`src/rtl/sevseg_pkg.sv`:
```
// Shared segment constants and the nibble-to-segment decode for sev_segment_mux.
// Patterns are active-low cathodes, bit6 = a ... bit0 = g.
package sevseg_pkg;

   localparam logic [6:0] SEG_0     = 7'b0000001;
   localparam logic [6:0] SEG_1     = 7'b1001111;
   localparam logic [6:0] SEG_2     = 7'b0010010;
   localparam logic [6:0] SEG_3     = 7'b0000110;
   localparam logic [6:0] SEG_4     = 7'b1001100;
   localparam logic [6:0] SEG_5     = 7'b0100100;
   localparam logic [6:0] SEG_6     = 7'b0100000;
   localparam logic [6:0] SEG_7     = 7'b0001111;
   localparam logic [6:0] SEG_8     = 7'b0000000;
   localparam logic [6:0] SEG_9     = 7'b0000100;
   localparam logic [6:0] SEG_A     = 7'b0001000;
   localparam logic [6:0] SEG_B     = 7'b1100000;
   localparam logic [6:0] SEG_C     = 7'b0110001;
   localparam logic [6:0] SEG_D     = 7'b1000010;
   localparam logic [6:0] SEG_E     = 7'b0110000;
   localparam logic [6:0] SEG_F     = 7'b0111000;
   localparam logic [6:0] SEG_DASH  = 7'b1111110;
   localparam logic [6:0] SEG_BLANK = 7'h7F;

   // In decimal mode anything above 9 is not a valid BCD digit, so show a dash.
   function automatic logic [6:0] nib2seg(input logic [3:0] nib, input logic hex);
      logic [6:0] s;
      case (nib)
         4'h0:    s = SEG_0;
         4'h1:    s = SEG_1;
         4'h2:    s = SEG_2;
         4'h3:    s = SEG_3;
         4'h4:    s = SEG_4;
         4'h5:    s = SEG_5;
         4'h6:    s = SEG_6;
         4'h7:    s = SEG_7;
         4'h8:    s = SEG_8;
         4'h9:    s = SEG_9;
         4'hA:    s = hex ? SEG_A : SEG_DASH;
         4'hB:    s = hex ? SEG_B : SEG_DASH;
         4'hC:    s = hex ? SEG_C : SEG_DASH;
         4'hD:    s = hex ? SEG_D : SEG_DASH;
         4'hE:    s = hex ? SEG_E : SEG_DASH;
         default: s = hex ? SEG_F : SEG_DASH;
      endcase
      return s;
   endfunction

endpackage

```
`src/rtl/sev_segment_mux_if.sv`:
```
// Load-side bus of sev_segment_mux: digit data, mode bits, load strobe and ack.
// Optional SEVSEG_BLINK_EN adds the per-digit blink mask.
interface sev_segment_mux_if #(
   parameter int DIGITS = 4
);
   logic [4*DIGITS-1:0] digits_in;
   logic [DIGITS-1:0]   dp_in;
   logic                load;
   logic                load_ack;
   logic                hex_mode;
   logic                blank_lz;
`ifdef SEVSEG_BLINK_EN
   logic [DIGITS-1:0]   blink_mask;

   modport master (output digits_in, dp_in, load, hex_mode, blank_lz, blink_mask, input load_ack);
   modport slave  (input digits_in, dp_in, load, hex_mode, blank_lz, blink_mask, output load_ack);
`else
   modport master (output digits_in, dp_in, load, hex_mode, blank_lz, input load_ack);
   modport slave  (input digits_in, dp_in, load, hex_mode, blank_lz, output load_ack);
`endif
endinterface

```
`src/rtl/sevseg_decoder.sv`:
```
// Combinational nibble + mode to seven-segment pattern for the selected digit.
module sevseg_decoder
   import sevseg_pkg::*;
(
   input  logic [3:0] nib,
   input  logic       hex_mode,
   output logic [6:0] seg
);
   assign seg = nib2seg(nib, hex_mode);
endmodule

```
`src/rtl/sev_segment_mux.sv`:
```
// N-digit multiplexed seven-segment driver: scan prescaler, PWM dimming,
// shadow/display double buffer with frame-aligned transfer, leading-zero blanking.
// Optional blink feature enabled by defining SEVSEG_BLINK_EN.
module sev_segment_mux
   import sevseg_pkg::*;
#(
   parameter int DIGITS   = 4,
   parameter int PRESCALE = 100000
`ifdef SEVSEG_BLINK_EN
   , parameter int BLINK_FRAMES = 64
`endif
) (
   input  logic                clk,
   input  logic                rst,
   sev_segment_mux_if.slave    bus,
   input  logic [3:0]          brightness,
   output logic [DIGITS-1:0]   active_anode,
   output logic [6:0]          seg,
   output logic                dp
);
   localparam int PW = $clog2(PRESCALE);
   localparam int SW = $clog2(DIGITS);

   logic [PW-1:0]       presc_q, presc_d;
   logic [SW-1:0]       sel_q, sel_d;
   logic [3:0]          pwm_q, pwm_d;
   logic [4*DIGITS-1:0] sh_dig_q, sh_dig_d, disp_dig_q, disp_dig_d;
   logic [DIGITS-1:0]   sh_dp_q, sh_dp_d, disp_dp_q, disp_dp_d;
   logic                sh_hex_q, sh_hex_d, disp_hex_q, disp_hex_d;
   logic                sh_blz_q, sh_blz_d, disp_blz_q, disp_blz_d;
   logic                pend_q, pend_d, ack_q, ack_d;
   logic [DIGITS-1:0]   anode_q, anode_d;
   logic [6:0]          seg_q, seg_d;
   logic                dp_q, dp_d;
   logic                tc, wrap, lit, zero_run, cur_dp, cur_lz, cur_blk;
   logic [DIGITS-1:0]   lz;
   logic [3:0]          cur_nib;
   logic [6:0]          dec_seg;
`ifdef SEVSEG_BLINK_EN
   localparam int FW = $clog2(BLINK_FRAMES + 1);
   logic [DIGITS-1:0]   sh_blk_q, sh_blk_d, disp_blk_q, disp_blk_d;
   logic [FW-1:0]       frm_q, frm_d;
   logic                phase_q, phase_d;
`endif

   // Slot timing: prescaler, digit select and PWM phase (PWM restarts each slot).
   always_comb begin
      tc      = (presc_q == PW'(PRESCALE - 1));
      wrap    = tc && (sel_q == SW'(DIGITS - 1));
      presc_d = presc_q + 1'b1;
      pwm_d   = pwm_q + 4'd1;
      sel_d   = sel_q;
      if (tc) begin
         presc_d = '0;
         pwm_d   = '0;
         sel_d   = wrap ? '0 : sel_q + 1'b1;
      end
   end

   // Shadow capture and frame-aligned transfer; a load in the transfer cycle
   // is kept pending for the next frame while the old shadow goes out now.
   always_comb begin
      sh_dig_d   = sh_dig_q;
      sh_dp_d    = sh_dp_q;
      sh_hex_d   = sh_hex_q;
      sh_blz_d   = sh_blz_q;
      disp_dig_d = disp_dig_q;
      disp_dp_d  = disp_dp_q;
      disp_hex_d = disp_hex_q;
      disp_blz_d = disp_blz_q;
      pend_d     = pend_q;
      ack_d      = wrap && pend_q;
`ifdef SEVSEG_BLINK_EN
      sh_blk_d   = sh_blk_q;
      disp_blk_d = disp_blk_q;
`endif
      if (ack_d) begin
         disp_dig_d = sh_dig_q;
         disp_dp_d  = sh_dp_q;
         disp_hex_d = sh_hex_q;
         disp_blz_d = sh_blz_q;
`ifdef SEVSEG_BLINK_EN
         disp_blk_d = sh_blk_q;
`endif
         pend_d     = 1'b0;
      end
      if (bus.load) begin
         sh_dig_d = bus.digits_in;
         sh_dp_d  = bus.dp_in;
         sh_hex_d = bus.hex_mode;
         sh_blz_d = bus.blank_lz;
`ifdef SEVSEG_BLINK_EN
         sh_blk_d = bus.blink_mask;
`endif
         pend_d   = 1'b1;
      end
   end

`ifdef SEVSEG_BLINK_EN
   // Blink phase toggles once every BLINK_FRAMES completed frames.
   always_comb begin
      frm_d   = frm_q;
      phase_d = phase_q;
      if (wrap) begin
         if (frm_q == FW'(BLINK_FRAMES - 1)) begin
            frm_d   = '0;
            phase_d = ~phase_q;
         end else begin
            frm_d = frm_q + 1'b1;
         end
      end
   end
`endif

   // Leading-zero map and mux of the selected digit's data.
   always_comb begin
      zero_run = 1'b1;
      lz       = '0;
      for (int i = DIGITS - 1; i >= 0; i--) begin
         zero_run = zero_run && (disp_dig_q[4*i +: 4] == 4'h0);
         lz[i]    = zero_run && (i > 0) && disp_blz_q;
      end
      cur_nib = '0;
      cur_dp  = 1'b0;
      cur_lz  = 1'b0;
      cur_blk = 1'b0;
      for (int i = 0; i < DIGITS; i++) begin
         if (sel_q == SW'(i)) begin
            cur_nib = disp_dig_q[4*i +: 4];
            cur_dp  = disp_dp_q[i];
            cur_lz  = lz[i];
`ifdef SEVSEG_BLINK_EN
            cur_blk = disp_blk_q[i] && phase_q;
`endif
         end
      end
   end

   sevseg_decoder u_dec (
      .nib      (cur_nib),
      .hex_mode (disp_hex_q),
      .seg      (dec_seg)
   );

   // Pin values for the current slot; dark PWM phases blank everything.
   always_comb begin
      lit     = (brightness == 4'hF) || (pwm_q < brightness);
      anode_d = '1;
      seg_d   = SEG_BLANK;
      dp_d    = 1'b1;
      if (lit) begin
         for (int i = 0; i < DIGITS; i++)
            if (sel_q == SW'(i)) anode_d[i] = 1'b0;
         seg_d = cur_lz ? SEG_BLANK : dec_seg;
         dp_d  = ~cur_dp;
         if (cur_blk) begin
            seg_d = SEG_BLANK;
            dp_d  = 1'b1;
         end
      end
   end

   // All state and registered outputs; synchronous active-low reset.
   always_ff @(posedge clk) begin
      if (!rst) begin
         presc_q    <= '0;
         sel_q      <= '0;
         pwm_q      <= '0;
         sh_dig_q   <= '0;
         sh_dp_q    <= '0;
         sh_hex_q   <= 1'b0;
         sh_blz_q   <= 1'b0;
         disp_dig_q <= '0;
         disp_dp_q  <= '0;
         disp_hex_q <= 1'b0;
         disp_blz_q <= 1'b0;
         pend_q     <= 1'b0;
         ack_q      <= 1'b0;
         anode_q    <= '1;
         seg_q      <= SEG_BLANK;
         dp_q       <= 1'b1;
`ifdef SEVSEG_BLINK_EN
         sh_blk_q   <= '0;
         disp_blk_q <= '0;
         frm_q      <= '0;
         phase_q    <= 1'b0;
`endif
      end else begin
         presc_q    <= presc_d;
         sel_q      <= sel_d;
         pwm_q      <= pwm_d;
         sh_dig_q   <= sh_dig_d;
         sh_dp_q    <= sh_dp_d;
         sh_hex_q   <= sh_hex_d;
         sh_blz_q   <= sh_blz_d;
         disp_dig_q <= disp_dig_d;
         disp_dp_q  <= disp_dp_d;
         disp_hex_q <= disp_hex_d;
         disp_blz_q <= disp_blz_d;
         pend_q     <= pend_d;
         ack_q      <= ack_d;
         anode_q    <= anode_d;
         seg_q      <= seg_d;
         dp_q       <= dp_d;
`ifdef SEVSEG_BLINK_EN
         sh_blk_q   <= sh_blk_d;
         disp_blk_q <= disp_blk_d;
         frm_q      <= frm_d;
         phase_q    <= phase_d;
`endif
      end
   end

   assign active_anode = anode_q;
   assign seg          = seg_q;
   assign dp           = dp_q;
   assign bus.load_ack = ack_q;

endmodule

```
`src/flat_wrapper.sv`:
```
// flat-port wrapper written by rule: the top's interface ports become plain ports
module sev_segment_mux_flat import sevseg_pkg::*;
#(
   parameter int DIGITS   = 4,
   parameter int PRESCALE = 100000

)
  (clk, rst, brightness, active_anode, seg, dp, bus_digits_in, bus_dp_in, bus_load, bus_hex_mode, bus_blank_lz, bus_load_ack);
  sev_segment_mux_if #(.DIGITS(DIGITS)) bus_i ();
  input  logic clk;
  input  logic rst;
  input  logic [3:0] brightness;
  output logic [DIGITS-1:0] active_anode;
  output logic [6:0] seg;
  output logic dp;
  input wire logic [$bits(bus_i.digits_in)-1:0] bus_digits_in;
  input wire logic [$bits(bus_i.dp_in)-1:0] bus_dp_in;
  input wire logic [$bits(bus_i.load)-1:0] bus_load;
  input wire logic [$bits(bus_i.hex_mode)-1:0] bus_hex_mode;
  input wire logic [$bits(bus_i.blank_lz)-1:0] bus_blank_lz;
  output wire logic [$bits(bus_i.load_ack)-1:0] bus_load_ack;
  assign bus_i.digits_in = bus_digits_in;
  assign bus_i.dp_in = bus_dp_in;
  assign bus_i.load = bus_load;
  assign bus_i.hex_mode = bus_hex_mode;
  assign bus_i.blank_lz = bus_blank_lz;
  assign bus_load_ack = bus_i.load_ack;
  sev_segment_mux #(.DIGITS(DIGITS), .PRESCALE(PRESCALE)) u_core (.clk(clk), .rst(rst), .bus(bus_i), .brightness(brightness), .active_anode(active_anode), .seg(seg), .dp(dp));
endmodule
```
`config.mk`:
```
export PLATFORM = sky130hd
export DESIGN_NAME = sev_segment_mux_flat
export DESIGN_NICKNAME = d
export VERILOG_FILES = /design/src/rtl/sevseg_pkg.sv /design/src/rtl/sev_segment_mux_if.sv /design/src/rtl/sevseg_decoder.sv /design/src/rtl/sev_segment_mux.sv /design/src/flat_wrapper.sv
export SDC_FILE = /design/constraint.sdc
export NUM_CORES = 1
export LEC_CHECK = 0
export ABC_CLOCK_PERIOD_IN_PS = 3700
export BUFFER_PORTS_ARGS = -buffer_cell sky130_fd_sc_hd__buf_2
export CORE_MARGIN = 2
export CORE_UTILIZATION = 55
export CTS_CLUSTER_SIZE = 25
export DETAILED_ROUTE_END_ITERATION = 10
export PLACE_DENSITY = 0.87
export RECOVER_POWER = 100
export SETUP_SLACK_MARGIN = 0.02
export SLEW_MARGIN = 0
export SYNTH_ARGS = -nofsm -noshare
export SYNTH_HDL_FRONTEND = slang
export SYNTH_SLANG_ARGS = --single-unit
```
`constraint.sdc`:
```
create_clock -name clk -period 3.7 [get_ports clk]
set_clock_uncertainty 0.15 [all_clocks]
set_input_delay 0.74 -clock clk [delete_from_list [all_inputs] [get_ports clk]]
set_output_delay 0.74 -clock clk [all_outputs]
set_load 0.01 [all_outputs]
```
==> run_results.csv <==
group,metric,value,unit
synth,synth-seq-cells,81,
clock_network,cts_hold_buf,0,
cells_and_area,nNetsFinal,462,
synth,syn_area,3590,um^2
worst_setup_path,critPathCaptureType,"flip-flop",
power_and_ir_drop,seq_power_share,0.563,
sta,tns,0,ps
placement,dp_hpwl,4610,um
sta,min_period,2690,ps
clock_network,clk_path_buf_depth,2,
sta,worst_slew_margin_rel,-0.0608,
outcome,outcome,"finished, violations left",
synth,synth_fp_nets,433,
clock_network,cts_setup_buffers,0,
route,dr.pass1.iters,4,
floorplanning,num_rows,29,
clock_network,cts-resized-gates,0,
power_and_ir_drop,clkPwrFrac,0.376,
floorplanning,ios,42,
route,vias,2770,
route,remaining_drc_errors,0,
grt,grt_pass1_vias,2563,
clock_network,root_buffer,"clkbuf_8",
synth,synth_commonest_cells,"dfxtp_1 (81), nand2_1 (45), nand3_1 (29)",
power_and_ir_drop,internal_power,0.00125,W
synth,post-synth-top-count-cell,"dfxtp_1",
floorplanning,fp.dieArea,7200,um^2
route,wl_per_cell,13.1,um
grt,grt.total_usage,0.199,
synth,ys_warn_count,0,
synth,yosysTopAreaCellShare,0.451,
worst_setup_path,critPathKind,"flip-flop to flip-flop",
power_and_ir_drop,power.switching,0.000376,W
synth,async_reset_ff_frac,0,
synth,synth_cells,395,
grt,antenna_found_initial,0,
synth,synth-edff-count,0,
floorplanning,die-height,84.8,um
cells_and_area,ff_latch_area,1620,um^2
sta,slew_violations,24,
placement,numPortBuffers,41,
worst_setup_path,r2r-start,"u_core.sel_q[0]",
power_and_ir_drop,p_per_area,418,nW/um^2
sta,fmax,372,MHz
sta,rsz0062_at_grt,"no",
placement,place_congestion,0.912,
cells_and_area,antennaDiodeCount,0,
power_and_ir_drop,p_leak,1.47,nW
worst_setup_path,start_kind,"flip-flop",
min_path,min_from,"u_core.sh_hex_q",
min_path,hold_class,"flip-flop to flip-flop",
sta,setup_viol,0,
cells_and_area,area_growth,8.25,%
worst_setup_path,critPathArrivalTime,2770,ps
worst_setup_path,cp-startpoint,"u_core.sel_q[0]",
synth,yosysTopAreaCell,"dfxtp_1",
route,antenna_left,0,
grt,grt_overflow,0,
clock_network,clk_latency,350,ps
route,totalWireLength,6620,um
sta,tightest_slew,1590,ps
sta,whs,311,ps
synth,syn_area_per_cell,9.10,um^2
floorplanning,coreArea,6350,um^2
worst_setup_path,crit_path_max_fanout,19,
cells_and_area,drive_gt1_frac,0.114,
synth,yosysSeqAreaShare,0.451,
power_and_ir_drop,power.share.combinational,0.062,
floorplanning,start_util,0.566,
clock_network,clock-sinks,81,
clock_network,htreeDepth,3,
power_and_ir_drop,sw_frac_of_total,0.231,
grt,grt_start_max_net_pins,71,
clock_network,cts_tree,"built",
clock_network,clk_pin_slew,80,ps
outcome,violations,"max-capacitance violations, max-slew violations",
job,cap_violations,1,
sta,finalHoldViolCount,0,
power_and_ir_drop,ir_drop,0.301,mV
synth,synth.distinct_cells,50,
worst_setup_path,required,3780,ps
synth,synthTopCellsByArea,"dfxtp_1 (45%), mux2i_1 (6.7%), nand2_1 (4.7%), nor2b_1 (4.7%), nand3_1 (4.0%)",
worst_setup_path,regToRegSetupSlack,1010,ps
route,drtIter0Drc,176,
floorplanning,die_x,84.8,um
sta,period_share,0.727,
route,via_per_inst,5.49,
clock_network,cts_buffers,9,
power_and_ir_drop,power,0.00163,W
synth,synthFlopType,"dfxtp_1",
cells_and_area,multi_input_area,1750,um^2
cells_and_area,nFillCells,565,
grt,grt_first_pass_wirelength,11600,um
-- layout make-up --
type                            count  share of cell area
Multi-Input combinational cell    279               0.451
Sequential cell                    81               0.417
Timing Repair Buffer               43              0.0508
Clock buffer                        9              0.0318
Tap cell                           77              0.0248
Clock inverter                      6              0.0154
Inverter                           10             0.00965
-- logic make-up (layout without fill, tap and decap cells) --
logic type / count (synthesis) / after routing / share of synthesized area
compound gates: 58 / 58 / 0.104
xor+xnor: 17 / 17 / 0.0414
fa+ha+maj: 10 / 10 / 0.0345
buf+inv: 35 / 68 / 0.0540
flops: 81 / 81 / 0.451
mux: 24 / 24 / 0.0668
simple gates: 170 / 170 / 0.248
-- path summary, 6_finish.rpt --
| kind | to | depth (start not counted) |
|---|---|---|
| worst min-delay path | u_core.disp_hex_q | 2 |
| worst max-delay path | u_core.seg[6] | 8 |
| worst max register to register | u_core.seg[6] | 8 |
| worst min register to register | u_core.disp_hex_q | 2 |
-- per-stage QoR --
step / area (um^2) / worst slack [ps] / std cells / util
final: 3890 / 1010 / 505 / 0.613
after global routing: 3890 / 753 / 505 / 0.613
after CTS: 3940 / 1190 / 505 / 0.620
after detailed placement: 3750 / 1070 / 490 / 0.591
after global placement: 3750 / 1200 / 490 / 0.591
after floorplan: 3590 / 1420 / 395 / -
-- registers in the layout, indices dropped and copies added (netlist names) --
name                 count
u_core.sh_dig_q         16
u_core.pwm_q             4
u_core.dp                1
u_core.sh_hex_q          1
u_core.sh_blz_q          1
u_core.disp_blz_q        1
u_core.active_anode      4
u_core.sh_dp_q           4
u_core.presc_q          17
u_core.sel_q             2
u_core.disp_hex_q        1
u_core.disp_dp_q         4
u_core.seg               7
u_core.pend_q            1
u_core.disp_dig_q       16
u_core.bus.load_ack      1
-- power groups by stage --
stage,Combinational [W],Clock [W],Sequential (W)
floorplan,0.0000665,0,0.000935
global placement,0.0000975,0,0.000934
detailed placement,0.000102,0,0.000934
CTS,0.000104,0.000621,0.000914
global route,0.000113,0.000661,0.000918
finish,0.000100,0.000610,0.000915
-- placed cells by master, fill, tap and decap left out, types with 5 or more instances in the layout --
cell type / count
nand4_1: 8
nand2_1: 46
inv_1: 10
clkbuf_1: 16
nor3_1: 7
xor2_1: 10
dfxtp_1: 81
nand3b_1: 5
ha_1: 9
nor2b_1: 27
mux2i_1: 24
clkbuf_8: 9
nand3_1: 29
a21oi_1: 6
o21ai_0: 27
xnor2_1: 7
nor2_1: 28
buf_2: 26
-- critical path: stages (launching register included) --
cell      delay, ps
dfxtp_1         400
ha_1            610
nor2_1          210
a311oi_1        310
clkbuf_1        380
and2_0          210
o21ai_1          70
o311ai_1        110
nand2_1         100
-- metal layers --
layer,vias to the layer above,track usage,part of all wire
met5,-,0,0
met4,0,0.0996,0.021
met1,1272,0.264,0.48
li1,1419,-,-
met3,14,0.0496,0.042
met2,65,0.302,0.46
(Power assumes the default switching activity.)
